$ cat src/rtl/mem_burst_arbiter.sv
// mem_burst_arbiter: round-robin arbiter with per-owner burst hold (clk, rst async active-low, req in; grant/grant_idx/grant_valid/burst_end out)
module mem_burst_arbiter #(
  parameter int PORT = 8,
  parameter int MAX_BURST = 16,
  parameter int IDXW = PORT > 1 ? $clog2(PORT) : 1
) (
  input  logic            clk,
  input  logic            rst,
  input  logic [PORT-1:0] req,
  output logic [PORT-1:0] grant,
  output logic [IDXW-1:0] grant_idx,
  output logic            grant_valid,
  output logic            burst_end
);
  localparam int BW = $clog2(MAX_BURST) + 1;
  localparam logic [BW-1:0] BEAT_MAX = BW'(MAX_BURST - 1);
  typedef enum logic {IDLE, GRANT} state_t;
  state_t state, state_nxt;
  logic [BW-1:0] beat, beat_nxt;
  logic [IDXW-1:0] last_owner, last_nxt, idx_nxt, pick, k;
  logic hold, any;
  always_comb begin
    pick = '0;
    k = '0;
    for (int i = PORT; i >= 1; i--) begin
      k = IDXW'((int'(last_owner) + i) % PORT);
      if (req[k]) pick = k;
    end
  end
  assign any = |req;
  assign hold = state == GRANT && req[grant_idx] && beat != BEAT_MAX;
  assign burst_end = state == GRANT && req[grant_idx] && beat == BEAT_MAX;
  assign grant_valid = |grant;
  always_comb begin
    state_nxt = hold || any ? GRANT : IDLE;
    idx_nxt = hold ? grant_idx : any ? pick : '0;
    last_nxt = hold || !any ? last_owner : pick;
    beat_nxt = hold ? beat + 1'b1 : '0;
  end
  always_ff @(posedge clk or negedge rst)
    if (!rst) begin
      state <= IDLE;
      grant <= '0;
      grant_idx <= '0;
      beat <= '0;
      last_owner <= IDXW'(PORT - 1);
    end else begin
      state <= state_nxt;
      grant <= state_nxt == GRANT ? PORT'(1) << idx_nxt : '0;
      grant_idx <= idx_nxt;
      beat <= beat_nxt;
      last_owner <= last_nxt;
    end
endmodule

$ cat config.mk
export PLATFORM = sky130hd
export DESIGN_NAME = mem_burst_arbiter
export DESIGN_NICKNAME = d
export VERILOG_FILES = /design/src/rtl/mem_burst_arbiter.sv
export SDC_FILE = /design/constraint.sdc
export NUM_CORES = 1
export LEC_CHECK = 0
export BUFFER_PORTS_ARGS = -buffer_cell sky130_fd_sc_hd__buf_2
export CORE_MARGIN = 2
export CORE_UTILIZATION = 30
export CTS_CLUSTER_DIAMETER = 30
export CTS_CLUSTER_SIZE = 8
export DETAILED_ROUTE_END_ITERATION = 6
export HOLD_SLACK_MARGIN = 0.1
export PLACE_DENSITY_LB_ADDON = 0.05
export SYNTH_ARGS = -nofsm -noshare
export SYNTH_HDL_FRONTEND = slang
export SYNTH_SLANG_ARGS = --single-unit
$ cat constraint.sdc
create_clock -name clk -period 7.5 [get_ports clk]
set_input_delay 1.5 -clock clk [delete_from_list [all_inputs] [get_ports clk]]
set_output_delay 1.5 -clock clk [all_outputs]
set_load 0.05 [all_outputs]
# Word level (Yosys, flattened, before mapping)
# Index checks and enable logic that the tools add are counted.
[op_classes]
n_addsub = 9
magnitude_cmp = 9
eq_ne = 2
shift = 1
n_mux = 31
n_reduce_logical = 8
[ops]
columns = ["operator", "n"]
rows = [
  ["3-bit by 4-bit less-than comparator with 1-bit output, second input constant", 9],
  ["3-bit two-way mux", 10],
  ["1-bit binary-select mux with 3-bit select", 9],
  ["8-bit OR reduction", 2],
  ["3-bit adder, second input constant", 4],
  ["1-bit two-way mux", 10],
  ["8-bit two-way mux", 1],
  ["1-bit by 3-bit << shifter with 8-bit output, first input constant", 1],
  ["3-bit by 1-bit adder with 3-bit output, second input constant", 2],
  ["3-bit by 2-bit adder with 3-bit output, second input constant", 2],
  ["5-bit by 1-bit adder with 5-bit output, second input constant", 1],
  ["5-bit by 4-bit == test with 1-bit output, second input constant", 1],
  ["5-bit two-way mux", 1],
  ["5-bit by 4-bit inequality test with 1-bit output, second input constant", 1],
  ["1-bit logical AND", 3],
  ["1-bit logical OR", 2],
  ["1-bit logical NOT", 1],
]
[word_totals]
reg_bits = 20
output_inout_bits = 13
elab_cells = 65

# Longest topological paths before layout
[depth]
depth_word = 15
depth_mapped = 13

# Least setup slack after synthesis
# No wires, ideal clock.
[synth_timing]
kind = "input-to-output"
start = "input req[7]"
end = "output burst_end"
t_arrival_ps = 2748
slack_ps = 3252
path_stages = 4
path_buffers = 1
cell_sequence = "clkbuf_2 > mux4_2 > mux2_4 > and3_1"
[synth_between]
elab_chain_len = 4
[synth_rtl]
columns = ["item", "line", "source"]
rows = [
  ["from (decl)", "9", "input logic [PORT-1:0] req,"],
  ["1-bit binary-select mux with 3-bit select", "32", "assign burst_end = state == GRANT && req[grant_idx] && beat == BEAT_MAX;"],
  ["1-bit two-way mux (implied by the code)", "32", ""],
  ["1-bit logical AND (2 in series)", "32", ""],
  ["to (decl)", "13", "output logic burst_end"],
]
# No other way between the ends. The select of a mux whose other input is x is not followed.

# Worst setup path after layout
# Same ends and word-level chain as after synthesis.

==> flow_metrics.py <==
metrics = {
    "place": {
        "gp_congestion": 0.8445,
        "hpwl_mm": 3.621,
        "io_buffers": 22,
        "post-place-cells": 261,
        "place_area_um2": 1947,
    },
    "run_status": {
        "status": "complete, no violations",
    },
    "detailed_routing": {
        "wl_per_cell_um": 17.84,
        "firstDrtPassIters": 4,
        "ant_nets": 0,
        "totalWireLength_mm": 4.727,
        "drcViolationCount": 0,
        "vias": 1527,
        "dr.first_iter.drc_count": 110,
        "via_per_inst": 5.762,
    },
    "critical_path": {
        "r2r_end": "grant[5]",
        "setup.worst_path.end": "burst_end",
        "r2r-start": "last_owner[1]",
        "r2r_cells": 8,
        "worst_setup_path_start_kind": "primary input",
        "worst-setup-path-type": "primary input to output port",
        "cp_data_required_time_ns": 6.00,
        "worstSetupEndpointType": "output port",
        "arrival_ns": 2.84,
        "reg2reg_slack_ns": 3.43,
        "crit_start": "req[7]",
        "crit_fanout": 10,
    },
    "die": {
        "num_rows": 28,
        "io_pins": 23,
        "die_w_um": 81.66,
        "core_um2": 5886,
        "start_util_pct": 30.74,
        "die_height_um": 81.66,
        "dieArea_um2": 6668,
    },
    "synth": {
        "synth_fp_nets": 190,
        "ys_seq_area_share_pct": 27.87,
        "yosysTopAreaCell": "dfrtp_1",
        "yosysUniqueCellTypes": 55,
        "synth_edf_count": 0,
        "synthArstFlopShare_pct": 100.0,
        "syn_avg_cell_area_um2": 10.28,
        "syn-cell-area_um2": 1809,
        "yosys_register_bits": 20,
        "ys_warn_count": 0,
        "synth_ff_type": "dfrtp_1",
        "synth_top_area_share_pct": 23.51,
        "synth_most_common_cell": "dfrtp_1",
        "ys_top_cells_by_area": "dfrtp_1 24%, mux4_2 8.7%, mux2i_1 8.3%",
        "ys_top_cells_by_count": "17 x dfrtp_1, 15 x mux2i_1, 10 x mux2_2, 10 x nand2_1, 7 x mux4_2",
        "postSynthCellCount": 176,
    },
    "finish": {
        "layoutNonFillerInstCount": 265,
        "nets": 205,
        "areaGrowthSynthToFinish_pct": 11.55,
        "fin_area_um2": 2018,
        "drive_gt1_share_pct": 27.89,
        "num_antenna_cells": 0,
        "fill_cells": 611,
    },
    "timing": {
        "finalHoldViolations": 0,
        "setup_violations": 0,
        "slew_headroom_pct": 59.83,
        "totalNegativeSetupSlack_ns": 0,
        "period_minus_slack_ns": 4.336,
        "drv_slew": 0,
        "worst_pin_slew_ns": 0.5873,
        "finalCritPeriodShare_pct": 57.81,
        "rsz0062_at_grt": "no",
        "finalClockSkew_ns": 0.005779,
        "fmax_mhz": 230.6,
    },
    "clock_tree": {
        "cts_tree": "done",
        "clockBufferDepth": 2,
        "cts_buffers": 3,
        "htree_levels": 1,
        "clock_tree.root_cell": "clkbuf_8",
        "ctsHoldBuffers": 0,
        "cts_setup_buffers": 0,
        "clk-insertion-delay-late_ns": 0.26,
        "cts_resized": 0,
        "cts.reportedPaths.clkPinSlew_ns": 0.08,
        "clock_sinks": 20,
    },
    "global_route": {
        "grt_usage_pct": 15.36,
        "grt_start_max_net_pins": 21,
        "grt_pass1_vias": 1474,
        "antenna_found_initial": 0,
        "overflow": 0,
        "grt_pass1_wl_mm": 7.817,
    },
    "min_path": {
        "hold_class": "flip-flop to flip-flop",
    },
    "job": {
        "cap_violations": 0,
    },
}
[layout by cell type, fill, tap and decap left out, types with 4 or more instances in the layout]
master,n
a21oi_1,5
and2_1,4
and3_1,4
buf_2,22
dfrtp_1,17
ha_1,4
inv_1,6
mux2_2,10
mux2i_1,15
mux4_1,4
mux4_2,7
nand2_1,10
nor2_1,6
nor3_1,6
nor3b_1,6
nor4_1,6
[layout make-up]
class	instances	area, um2	area share (%)
clock buffers	3	41.29	2.046
clock inverters	1	30.03	1.488
inverters	7	26.28	1.302
multi-input cells	137	1212	60.07
flip-flops and latches	20	504.2	24.98
well taps	75	93.84	4.650
repair buffers	22	110.1	5.456
[flip-flops by register name (all words and copies together), names as in the netlist]
signal,count
state,1
last_owner,3
grant_idx,3
grant,8
beat,5
[metal layers]
metal / up-vias / track usage (%) / part of all wire, %
met5: - / 0 / 0
met2: 27 / 23.03 / 46
met1: 776 / 22.80 / 50
met3: 7 / 2.527 / 2.7
li1: 717 / - / -
met4: 0 / 4.333 / 1.7
[cell families (layout without fill, tap and decap cells)]
family | count (synthesis) | count (layout) | synth area share [%]
AOI/OAI and AO/OA | 36 | 36 | 15.22
buffers and inverters | 19 | 33 | 5.117
DFF | 20 | 20 | 27.87
muxes | 37 | 37 | 29.88
xor gates and xnor gates | 4 | 4 | 1.937
and+or+nand+nor | 56 | 56 | 17.22
adders and majority gates | 4 | 4 | 2.766
[critical path, cell delays in order]
cell and delay [ns]:
buf_2 0.15, mux4_2 0.50, mux2_4 0.30, and3_1 0.18, buf_2 0.21
[worst min path at each step]
stage / start / to / slack [ns] / cells past startpoint
after floorplan: beat[0] / beat[0] / 0.43 / 1
after global placement: beat[0] / beat[0] / 0.46 / 1
after global routing: beat[0] / beat[0] / 0.52 / 1
after detailed placement: beat[0] / beat[0] / 0.49 / 1
after CTS: beat[0] / beat[0] / 0.50 / 1
final: beat[0] / beat[0] / 0.50 / 1
[through the flow]
step	utilization, %	worst slack, ns	hold slack [ns]
floorplan	-	3.252	0.4331
global placement	33.08	3.187	0.4580
detailed placement	33.08	3.164	0.4922
CTS	34.29	3.155	0.5035
global route	34.29	3.067	0.5212
finish	34.29	3.164	0.4964
Power is not shown: default switching activity piles up to over one toggle a cycle in this logic, so the estimate is an artifact.
